==> src/rtl/dds_regs_pkg.sv <==
// Shared DDS register map and loader state type, imported by the DDS slave and the loader.
// The read-back state only exists when DDS_LOADER_VERIFY_EN is defined.
package dds_regs_pkg;

  localparam int unsigned ADDR_STEP_BASE = 0;
  localparam int unsigned ADDR_ENABLE    = 16;
  localparam int unsigned ADDR_TIPO      = 17;
  localparam int unsigned ADDR_START     = 18;
  localparam int unsigned ADDR_AUMENTAR  = 19;
  localparam int unsigned ADDR_DISMINUIR = 20;

  typedef enum logic [2:0] {
    LD_IDLE,
    LD_WR_TABLE,
    LD_WR_TIPO,
    LD_WR_ENABLE,
    LD_WR_START,
    LD_DONE
`ifdef DDS_LOADER_VERIFY_EN
    , LD_RD_TABLE
`endif
  } loader_state_e;

endpackage

==> src/rtl/dds_avalon_mm_loader_if.sv <==
// Avalon-MM bus between the DDS loader (master) and the DDS register slave.
interface dds_avalon_mm_loader_if #(
  parameter int unsigned ADDR_W = 5,
  parameter int unsigned DATA_W = 32
) ();

  logic [ADDR_W-1:0] address;
  logic              chipselect;
  logic              write;
  logic              read;
  logic [DATA_W-1:0] writedata;
  logic [DATA_W-1:0] readdata;
  logic              waitrequest;

  modport master (
    output address, chipselect, write, read, writedata,
    input  readdata, waitrequest
  );

  modport slave (
    input  address, chipselect, write, read, writedata,
    output readdata, waitrequest
  );

endinterface

==> src/rtl/dds_avm_xfer.sv <==
// Single Avalon-MM transfer engine: holds strobes/address/data until waitrequest drops,
// and flags a timeout after TIMEOUT consecutive stall cycles.
module dds_avm_xfer #(
  parameter int unsigned ADDR_W  = 5,
  parameter int unsigned DATA_W  = 32,
  parameter int unsigned TIMEOUT = 255
) (
  input  logic              clock,
  input  logic              reset,
  input  logic              issue_c,
  input  logic              issue_read_c,
  input  logic [ADDR_W-1:0] issue_address_c,
  input  logic [DATA_W-1:0] issue_writedata_c,
  output logic              xfer_done_c,
  output logic              xfer_timeout_c,
  dds_avalon_mm_loader_if.master bus
);

  localparam int unsigned CNT_W = $clog2(TIMEOUT + 1);

  logic [CNT_W-1:0] stall_cnt;

  assign xfer_done_c    = bus.chipselect & ~bus.waitrequest;
  assign xfer_timeout_c = bus.chipselect & bus.waitrequest &
                          (stall_cnt == CNT_W'(TIMEOUT - 1));

  // A new issue always wins; completion or timeout drops the strobes.
  always_ff @(posedge clock or posedge reset) begin
    if (reset) begin
      bus.address    <= '0;
      bus.writedata  <= '0;
      bus.chipselect <= 1'b0;
      bus.write      <= 1'b0;
      bus.read       <= 1'b0;
      stall_cnt      <= '0;
    end else if (issue_c) begin
      bus.address    <= issue_address_c;
      bus.writedata  <= issue_read_c ? '0 : issue_writedata_c;
      bus.chipselect <= 1'b1;
      bus.write      <= ~issue_read_c;
      bus.read       <= issue_read_c;
      stall_cnt      <= '0;
    end else if (xfer_done_c || xfer_timeout_c) begin
      bus.chipselect <= 1'b0;
      bus.write      <= 1'b0;
      bus.read       <= 1'b0;
      stall_cnt      <= '0;
    end else if (bus.chipselect) begin
      stall_cnt      <= stall_cnt + CNT_W'(1);
    end
  end

endmodule

==> src/rtl/dds_avalon_mm_loader.sv <==
// Avalon-MM master that loads the DDS step table, tipo_ajuste and enable, then pulses start.
// Define DDS_LOADER_VERIFY_EN to read back and check the table before enable/start.
module dds_avalon_mm_loader
  import dds_regs_pkg::*;
#(
  parameter int unsigned N_STEPS = 16,
  parameter int unsigned ADDR_W  = 5,
  parameter int unsigned DATA_W  = 32,
  parameter int unsigned TIMEOUT = 255
) (
  input  logic                           clock,
  input  logic                           reset,
  input  logic                           i_go,
  input  logic [N_STEPS-1:0][DATA_W-1:0] i_step_table,
  input  logic                           i_enable,
  input  logic                           i_tipo_ajuste,
  output logic                           o_busy,
  output logic                           o_done,
  output logic                           o_error,
  dds_avalon_mm_loader_if.master         avm
);

  localparam int unsigned IDX_W = (N_STEPS > 1) ? $clog2(N_STEPS) : 1;

  loader_state_e state, next_state;
  logic [IDX_W-1:0] index, next_index;

  logic [N_STEPS-1:0][DATA_W-1:0] table_q, table_d;
  logic enable_q, enable_d, tipo_q, tipo_d;

  logic              go_accept_c;
  logic              last_index_c;
  logic              issue_c;
  logic              issue_read_c;
  logic [ADDR_W-1:0] issue_address_c;
  logic [DATA_W-1:0] issue_writedata_c;
  logic              xfer_done_c;
  logic              xfer_timeout_c;
  logic              busy_d, done_d, error_d;

  assign go_accept_c  = (state == LD_IDLE) & i_go;
  assign last_index_c = (index == IDX_W'(N_STEPS - 1));

  // Values as they will be held next cycle, so the first write can use fresh inputs.
  assign table_d  = go_accept_c ? i_step_table  : table_q;
  assign enable_d = go_accept_c ? i_enable      : enable_q;
  assign tipo_d   = go_accept_c ? i_tipo_ajuste : tipo_q;

`ifndef DDS_LOADER_VERIFY_EN
  logic unused_readdata;
  assign unused_readdata = ^avm.readdata;
`endif

  always_ff @(posedge clock or posedge reset) begin
    if (reset) begin
      state    <= LD_IDLE;
      index    <= '0;
      table_q  <= '0;
      enable_q <= 1'b0;
      tipo_q   <= 1'b0;
      o_busy   <= 1'b0;
      o_done   <= 1'b0;
      o_error  <= 1'b0;
    end else begin
      state    <= next_state;
      index    <= next_index;
      table_q  <= table_d;
      enable_q <= enable_d;
      tipo_q   <= tipo_d;
      o_busy   <= busy_d;
      o_done   <= done_d;
      o_error  <= error_d;
    end
  end

  // Sequencing: every transfer state advances on completion and aborts on timeout.
  always_comb begin
    next_state = state;
    next_index = index;
    issue_c    = 1'b0;
    error_d    = go_accept_c ? 1'b0 : o_error;

    unique case (state)
      LD_IDLE: begin
        if (i_go) begin
          next_state = LD_WR_TABLE;
          next_index = '0;
          issue_c    = 1'b1;
        end
      end
      LD_DONE: next_state = LD_IDLE;
      default: begin
        if (xfer_timeout_c) begin
          next_state = LD_IDLE;
          next_index = '0;
          error_d    = 1'b1;
        end else if (xfer_done_c) begin
          issue_c = 1'b1;
          unique case (state)
            LD_WR_TABLE: begin
              if (last_index_c) begin
                next_index = '0;
`ifdef DDS_LOADER_VERIFY_EN
                next_state = LD_RD_TABLE;
`else
                next_state = LD_WR_TIPO;
`endif
              end else begin
                next_index = index + IDX_W'(1);
              end
            end
`ifdef DDS_LOADER_VERIFY_EN
            LD_RD_TABLE: begin
              if (avm.readdata != table_q[index]) begin
                next_state = LD_IDLE;
                next_index = '0;
                issue_c    = 1'b0;
                error_d    = 1'b1;
              end else if (last_index_c) begin
                next_index = '0;
                next_state = LD_WR_TIPO;
              end else begin
                next_index = index + IDX_W'(1);
              end
            end
`endif
            LD_WR_TIPO:   next_state = LD_WR_ENABLE;
            LD_WR_ENABLE: next_state = LD_WR_START;
            LD_WR_START: begin
              next_state = LD_DONE;
              issue_c    = 1'b0;
            end
            default: begin
              next_state = LD_IDLE;
              issue_c    = 1'b0;
            end
          endcase
        end
      end
    endcase

    busy_d = (next_state != LD_IDLE) && (next_state != LD_DONE);
    done_d = (next_state == LD_DONE);
  end

  // Transfer payload follows the state being entered.
  always_comb begin
    issue_read_c      = 1'b0;
    issue_address_c   = '0;
    issue_writedata_c = '0;
    unique case (next_state)
      LD_WR_TABLE: begin
        issue_address_c   = ADDR_W'(ADDR_STEP_BASE) + ADDR_W'(next_index);
        issue_writedata_c = table_d[next_index];
      end
`ifdef DDS_LOADER_VERIFY_EN
      LD_RD_TABLE: begin
        issue_read_c    = 1'b1;
        issue_address_c = ADDR_W'(ADDR_STEP_BASE) + ADDR_W'(next_index);
      end
`endif
      LD_WR_TIPO: begin
        issue_address_c   = ADDR_W'(ADDR_TIPO);
        issue_writedata_c = DATA_W'(tipo_d);
      end
      LD_WR_ENABLE: begin
        issue_address_c   = ADDR_W'(ADDR_ENABLE);
        issue_writedata_c = DATA_W'(enable_d);
      end
      LD_WR_START: begin
        issue_address_c   = ADDR_W'(ADDR_START);
        issue_writedata_c = DATA_W'(1);
      end
      default: begin
        issue_address_c   = '0;
        issue_writedata_c = '0;
      end
    endcase
  end

  dds_avm_xfer #(
    .ADDR_W  (ADDR_W),
    .DATA_W  (DATA_W),
    .TIMEOUT (TIMEOUT)
  ) u_xfer (
    .clock             (clock),
    .reset             (reset),
    .issue_c           (issue_c),
    .issue_read_c      (issue_read_c),
    .issue_address_c   (issue_address_c),
    .issue_writedata_c (issue_writedata_c),
    .xfer_done_c       (xfer_done_c),
    .xfer_timeout_c    (xfer_timeout_c),
    .bus               (avm)
  );

endmodule

==> src/flat_wrapper.sv <==
// flat-port wrapper written by rule: the top's interface ports become plain ports
module dds_avalon_mm_loader_flat import dds_regs_pkg::*;
#(
  parameter int unsigned N_STEPS = 16,
  parameter int unsigned ADDR_W  = 5,
  parameter int unsigned DATA_W  = 32,
  parameter int unsigned TIMEOUT = 255
)
  (clock, reset, i_go, i_step_table, i_enable, i_tipo_ajuste, o_busy, o_done, o_error, avm_address, avm_chipselect, avm_write, avm_read, avm_writedata, avm_readdata, avm_waitrequest);
  dds_avalon_mm_loader_if #(.ADDR_W(ADDR_W), .DATA_W(DATA_W)) avm_i ();
  input  logic clock;
  input  logic reset;
  input  logic i_go;
  input  logic [N_STEPS-1:0][DATA_W-1:0] i_step_table;
  input  logic i_enable;
  input  logic i_tipo_ajuste;
  output logic o_busy;
  output logic o_done;
  output logic o_error;
  output wire logic [$bits(avm_i.address)-1:0] avm_address;
  output wire logic [$bits(avm_i.chipselect)-1:0] avm_chipselect;
  output wire logic [$bits(avm_i.write)-1:0] avm_write;
  output wire logic [$bits(avm_i.read)-1:0] avm_read;
  output wire logic [$bits(avm_i.writedata)-1:0] avm_writedata;
  input wire logic [$bits(avm_i.readdata)-1:0] avm_readdata;
  input wire logic [$bits(avm_i.waitrequest)-1:0] avm_waitrequest;
  assign avm_address = avm_i.address;
  assign avm_chipselect = avm_i.chipselect;
  assign avm_write = avm_i.write;
  assign avm_read = avm_i.read;
  assign avm_writedata = avm_i.writedata;
  assign avm_i.readdata = avm_readdata;
  assign avm_i.waitrequest = avm_waitrequest;
  dds_avalon_mm_loader #(.N_STEPS(N_STEPS), .ADDR_W(ADDR_W), .DATA_W(DATA_W), .TIMEOUT(TIMEOUT)) u_core (.clock(clock), .reset(reset), .i_go(i_go), .i_step_table(i_step_table), .i_enable(i_enable), .i_tipo_ajuste(i_tipo_ajuste), .o_busy(o_busy), .o_done(o_done), .o_error(o_error), .avm(avm_i));
endmodule
==> config.mk <==
export PLATFORM = sky130hd
export DESIGN_NAME = dds_avalon_mm_loader_flat
export DESIGN_NICKNAME = d
export VERILOG_FILES = /design/src/rtl/dds_regs_pkg.sv /design/src/rtl/dds_avalon_mm_loader_if.sv /design/src/rtl/dds_avm_xfer.sv /design/src/rtl/dds_avalon_mm_loader.sv /design/src/flat_wrapper.sv
export SDC_FILE = /design/constraint.sdc
export NUM_CORES = 2
export LEC_CHECK = 0
export ABC_AREA = 1
export CORE_ASPECT_RATIO = 0.75
export CORE_MARGIN = 2
export CORE_UTILIZATION = 45
export CTS_CLUSTER_DIAMETER = 100
export DETAILED_ROUTE_END_ITERATION = 7
export DONT_BUFFER_PORTS = 1
export PLACE_DENSITY = 0.72
export SYNTH_ARGS = -nofsm -noshare
export SYNTH_HDL_FRONTEND = slang
export SYNTH_SLANG_ARGS = --single-unit
==> constraint.sdc <==
create_clock -name clock -period 19.35 [get_ports clock]
set_input_delay 3.87 -clock clock [delete_from_list [all_inputs] [get_ports clock]]
set_output_delay 3.87 -clock clock [all_outputs]
set_load 0.01 [all_outputs]
======== Word level (Yosys, flattened, before mapping) ========
Cells that the tools add are included.
cells by class
  reductions and logical operators ........ 8
  add/sub/neg operators ................... 2
  bitwise logic cells ..................... 5
  muxes and demuxes ....................... 33
  equality and inequality tests ........... 13
  magnitude comparators ................... 1
operators by type and width
  kind                   number
  $mux W512              1
  $bmux W32 S4           1
  $pmux W32 S4           1
  $mux W32               1
  $mux W8                3
  $mux W4                5
  $pmux W5 S4            1
  $eq A3 B2 Y1 const B   4
  $eq A3 B3 Y1 const B   4
  $mux W1                12
  $mux W3                4
  $pmux W3 S4            1
  $add A8 B1 Y8 const B  1
  $eq A8 B8 Y1 const B   1
  $pmux W4 S2            1
  $eq A3 B1 Y1 const B   2
  $pmux W3 S2            1
  $reduce_bool A3 Y1     2
  $lt A4 B5 Y1 const B   1
  $add A4 B1 Y4 const B  1
  $and A1 B1 Y1          4
  $eq A4 B4 Y1 const B   1
  $logic_not A3 Y1       1
  $ne A3 B3 Y1 const B   1
  7 further kinds        7
word-level totals
  flip-flop bits (word level) ............. 571
  logic and storage cells ................. 90

======== Depth between registers and ports, before layout ========
  word-level depth ........................ 9
  gate-level depth with buffers ........... 17

======== Modules after synthesis ========
A second synthesis with hierarchy kept.
unflattened totals
  cell total of the unflattened synthesis .. 3706
  area, all modules ....................... 27279.9 sq um
modules (own cells, without submodules)
  module                cells each  area an instance (sq um)  times used
  dds_avalon_mm_loader  3468        25212.9                   1
  dds_avm_xfer          238         2067.0                    1

======== Worst setup path before layout ========
No wires, ideal clock.
  path kind ............................... input -> register
  start ................................... input avm_waitrequest
  end ..................................... register u_core.u_xfer.bus.writedata[1]
  slack ................................... 14050 ps
  stages on the path ...................... 14
  path buffers ............................ 2
  arrival ................................. 5175 ps
  required time ........................... 19226 ps
  setup time .............................. 124 ps
  path through ............................ inv_1 nand2_1 inv_1 nand2_1 nand2_1 nand2_1 nand2_4 nand2_4 buf_4 buf_2 o211ai_1 nand3_1 nand3_1 nand3_1
between the ends
  word-level cells in the longest chain between the ends .. 8
ends and longest elaborated chain
  what                            RTL line                       source
  start: declaration              flat_wrapper.sv:26             input wire logic [$bits(avm_i.waitrequest)-1:0] avm_waitrequest;
  $not A1 Y1                      dds_avm_xfer.sv:23             assign xfer_done_c = bus.chipselect & ~bus.waitrequest;
  $and A1 B1 Y1                   dds_avm_xfer.sv:23
  $mux W4                         dds_avalon_mm_loader.sv:97     end else if (xfer_done_c) begin
  $mux W4                         dds_avalon_mm_loader.sv:93     if (xfer_timeout_c) begin
  $pmux W4 S2                     dds_avalon_mm_loader.sv:83     unique case (state)
  $bmux W32 S4                    dds_avalon_mm_loader.sv:154    issue_writedata_c = table_d[next_index];
  $mux W32 (implied by the code)  dds_avalon_mm_loader.sv:154
  $pmux W32 S4                    dds_avalon_mm_loader.sv:151    unique case (next_state)
  end signal: assignment          dds_avm_xfer.sv:38             bus.writedata <= issue_read_c ? '0 : issue_writedata_c;
  end: declaration                dds_avalon_mm_loader_if.sv:16  output address, chipselect, write, read, writedata,
Several ways; a longest one is shown, not always the timed one. The select of a mux whose other input is x is not followed.
A chain may end at the register's enable or synchronous reset.

==> flow_metrics.tcl <==
set metrics [dict create \
    totalWireLength_mm 92.03 \
    powerDensity_nw_per_um2 81.10 \
    netlist_area_um2 26880 \
    setup_viol 0 \
    syn_nets 4125 \
    die_h_um 215.7 \
    worst_pin_slew_ns 1.194 \
    nFillCells 5729 \
    hold_class "flip-flop to flip-flop" \
    p_int_mw 1.828 \
    area_growth_syn_to_layout_pct 7.796 \
    skew_ns 0.02347 \
    grt_antenna_before_repair 12 \
    synth.distinct_cells 32 \
    layout_commonest_cell "nand2_1" \
    p_total_mw 2.350 \
    syn_area_per_cell_um2 7.526 \
    cts_resized 0 \
    arrival_ns 8.79 \
    die_w_um 286.2 \
    maxCapViolations 0 \
    fin_setup_tns_ns 0 \
    fin_nets 3961 \
    holdBufCountCts 0 \
    cp.required_ns 19.90 \
    antenna_left 0 \
    rsz0062_at_grt "no" \
    place_congestion 0.9076 \
    timing.fmax_mhz 121.4 \
    slew_headroom_pct 20.43 \
    dr.first_iter.drc_count 3204 \
    io_buffers 0 \
    crit_path_start_kind "input port" \
    start_util_pct 45.59 \
    avgViaCountPerCell 5.504 \
    finalCritPeriodShare_pct 42.57 \
    grt_remaining_overflow 0 \
    hold_viol 0 \
    drive_gt1_share_pct 4.340 \
    ff_latch_area_um2 14260 \
    ios 593 \
    first_pass_iters 5 \
    dieArea_um2 61730 \
    hpwl_mm 60.73 \
    grt_usage_pct 29.25 \
    cts-root-buf "clkbuf_16" \
    core_area_um2 58960 \
    clkLatencyLatePin_ns 0.61 \
    min_period_ns 8.237 \
    vias 23410 \
    ys_ff_latch 570 \
    path_max_fanout 194 \
    post_cts_buffers 0 \
    yosys_warnings 0 \
    drc_errors 0 \
    outcome "finished clean" \
    layout_common_cells "nand2_1 (1880), nand3_1 (728), dfrtp_1 (570)" \
    multi_input_area_um2 11370 \
    grt_max_degree 201 \
    end_kind "flip-flop" \
    clkTransAtPathRegs_ns 0.06 \
    final_max_slew_viol_count 0 \
    placementRows 77 \
    p_sw_share_pct 22.20 \
    power_frac_clock_pct 47.8 \
    synth_cells 3572 \
    seq_area_frac_synth_pct 53.06 \
    h-tree-depth 2 \
    path_class "input port to flip-flop" \
    vdd_ir_drop_max_mv 0.06304 \
    cts_made_buffers 58 \
    cts_max_path_buffers 3 \
    cts_sinks 570 \
    grt_pass1_vias 22210 \
    cts_tree "built" \
    wl_per_cell_um 21.63 \
    pwr-share-comb_pct 1.5 \
    net-switching-power_mw 0.5217 \
    pwr-share-seq_pct 50.7 \
    power.leakage_nw 15.37 \
    grt_pass1_wl_mm 137.3 \
]
-- power groups by stage --
stage | combinational, mW | sequential, mW | clock, mW
6_report | 0.0356 | 1.19 | 1.12
5_1_grt | 0.0413 | 1.19 | 1.19
4_1_cts | 0.0380 | 1.19 | 1.14
3_5_place_dp | 0.0380 | 1.21 | 0
3_3_place_gp | 0.0381 | 1.21 | 0
2_1_floorplan | 0.0233 | 1.22 | 0
-- final cells by class --
cell class / count / area share [%]
clock inverters: 22 / 0.6779
clock buffers: 86 / 5.824
well taps: 790 / 3.411
repair buffers: 27 / 0.9153
flip-flops and latches: 570 / 49.22
inverters: 46 / 0.6347
multi-input cells: 2705 / 39.25
diodes: 8 / 0.06908
-- per-layer routing --
layer | GRT usage [%] | vias to the layer above | wire length (µm)
met5 | 0 | - | 40
met4 | 10.17 | 6 | 3392
met3 | 7.178 | 180 | 8751
met2 | 42.82 | 1033 | 39460
met1 | 42.32 | 11150 | 40390
li1 | - | 11050 | -
-- final timing paths --
check,from,end,slack [ns],cells past startpoint
min in group asynchronous,reset,u_core.table_q[145],3.05,1
worst min-delay path,u_core.table_q[89],u_core.table_q[89],0.48,2
max in group asynchronous,reset,u_core.table_q[291],14.03,3
worst max register to register,u_core.state[1],u_core.u_xfer.bus.writedata[14],13.92,13
worst min register to register,u_core.table_q[89],u_core.table_q[89],0.48,2
worst max-delay path,i_go,u_core.u_xfer.bus.writedata[14],11.11,14
-- critical path, stage by stage --
cell,delay [ns]
inv_1,0.03
nor2_2,0.25
nand2_8,0.55
inv_8,0.98
buf_4,0.69
buf_4,0.78
nand2_1,0.12
nand2_1,0.12
nand3_1,0.11
nand3_1,0.22
nand3_1,0.23
nand3_1,0.33
nand3_1,0.11
nand2_1,0.07
-- state kept, by name, summed over array words and instances (netlist names) --
| name | cells |
|---|---|
| u_core.o_done | 1 |
| u_core.u_xfer.stall_cnt | 8 |
| u_core.u_xfer.bus.write | 1 |
| u_core.index | 4 |
| u_core.o_busy | 1 |
| u_core.state | 3 |
| u_core.tipo_q | 1 |
| u_core.u_xfer.bus.writedata | 32 |
| u_core.table_q | 512 |
| u_core.u_xfer.bus.address | 5 |
| u_core.o_error | 1 |
| u_core.enable_q | 1 |
-- synth_stat cells --
library cell | instances | area share (%)
nor3_1 | 3 | 0.056
nand4_1 | 5 | 0.12
nand3_2 | 1 | 0.037
or2_2 | 11 | 0.26
o22ai_1 | 5 | 0.12
buf_1 | 18 | 0.25
buf_6 | 1 | 0.042
nor2_2 | 3 | 0.070
conb_1 | 1 | 0.014
nand2_2 | 3 | 0.070
a21oi_1 | 4 | 0.074
ha_1 | 3 | 0.14
dfrtp_1 | 570 | 53
clkbuf_1 | 86 | 1.2
a31oi_2 | 1 | 0.047
buf_4 | 5 | 0.14
o21ai_0 | 19 | 0.35
nand2_4 | 3 | 0.13
o31ai_1 | 1 | 0.028
inv_2 | 4 | 0.056
inv_1 | 42 | 0.59
or2_1 | 1 | 0.023
nand3_1 | 728 | 14
o211ai_1 | 8 | 0.22
nor2_1 | 14 | 0.20
buf_2 | 141 | 2.6
o21ai_2 | 1 | 0.033
o21a_1 | 1 | 0.028
o21ai_1 | 3 | 0.056
nand2_1 | 1881 | 26
xor2_1 | 3 | 0.098
xnor2_1 | 2 | 0.065
-- metrics by stage --
| step | utilization (%) | instance area (µm²) | hold WS [ns] | instances | setup WS, ns |
|---|---|---|---|---|---|
| 2_1_floorplan | - | 26890 | 0.4400 | 3572 | 7.716 |
| 3_3_place_gp | 45.92 | 27070 | 0.4570 | 4138 | 10.63 |
| 6_report | 49.15 | 28980 | 0.4753 | 4254 | 11.11 |
| 5_1_grt | 49.14 | 28970 | 0.4882 | 4252 | 10.80 |
| 4_1_cts | 49.12 | 28960 | 0.4752 | 4246 | 11.23 |
| 3_5_place_dp | 45.92 | 27070 | 0.4610 | 4138 | 10.57 |
-- logic make-up after synthesis --
| family | synth area share [%] |
|---|---|
| buffers and inverters | 4.901 |
| AOI/OAI and AO/OA | 0.9588 |
| adders and majority gates | 0.1396 |
| DFF | 53.06 |
| other | 0.01395 |
| and+or+nand+nor | 40.77 |
| xor gates and xnor gates | 0.1629 |
No activity file was read; power rests on OpenSTA's default activity.
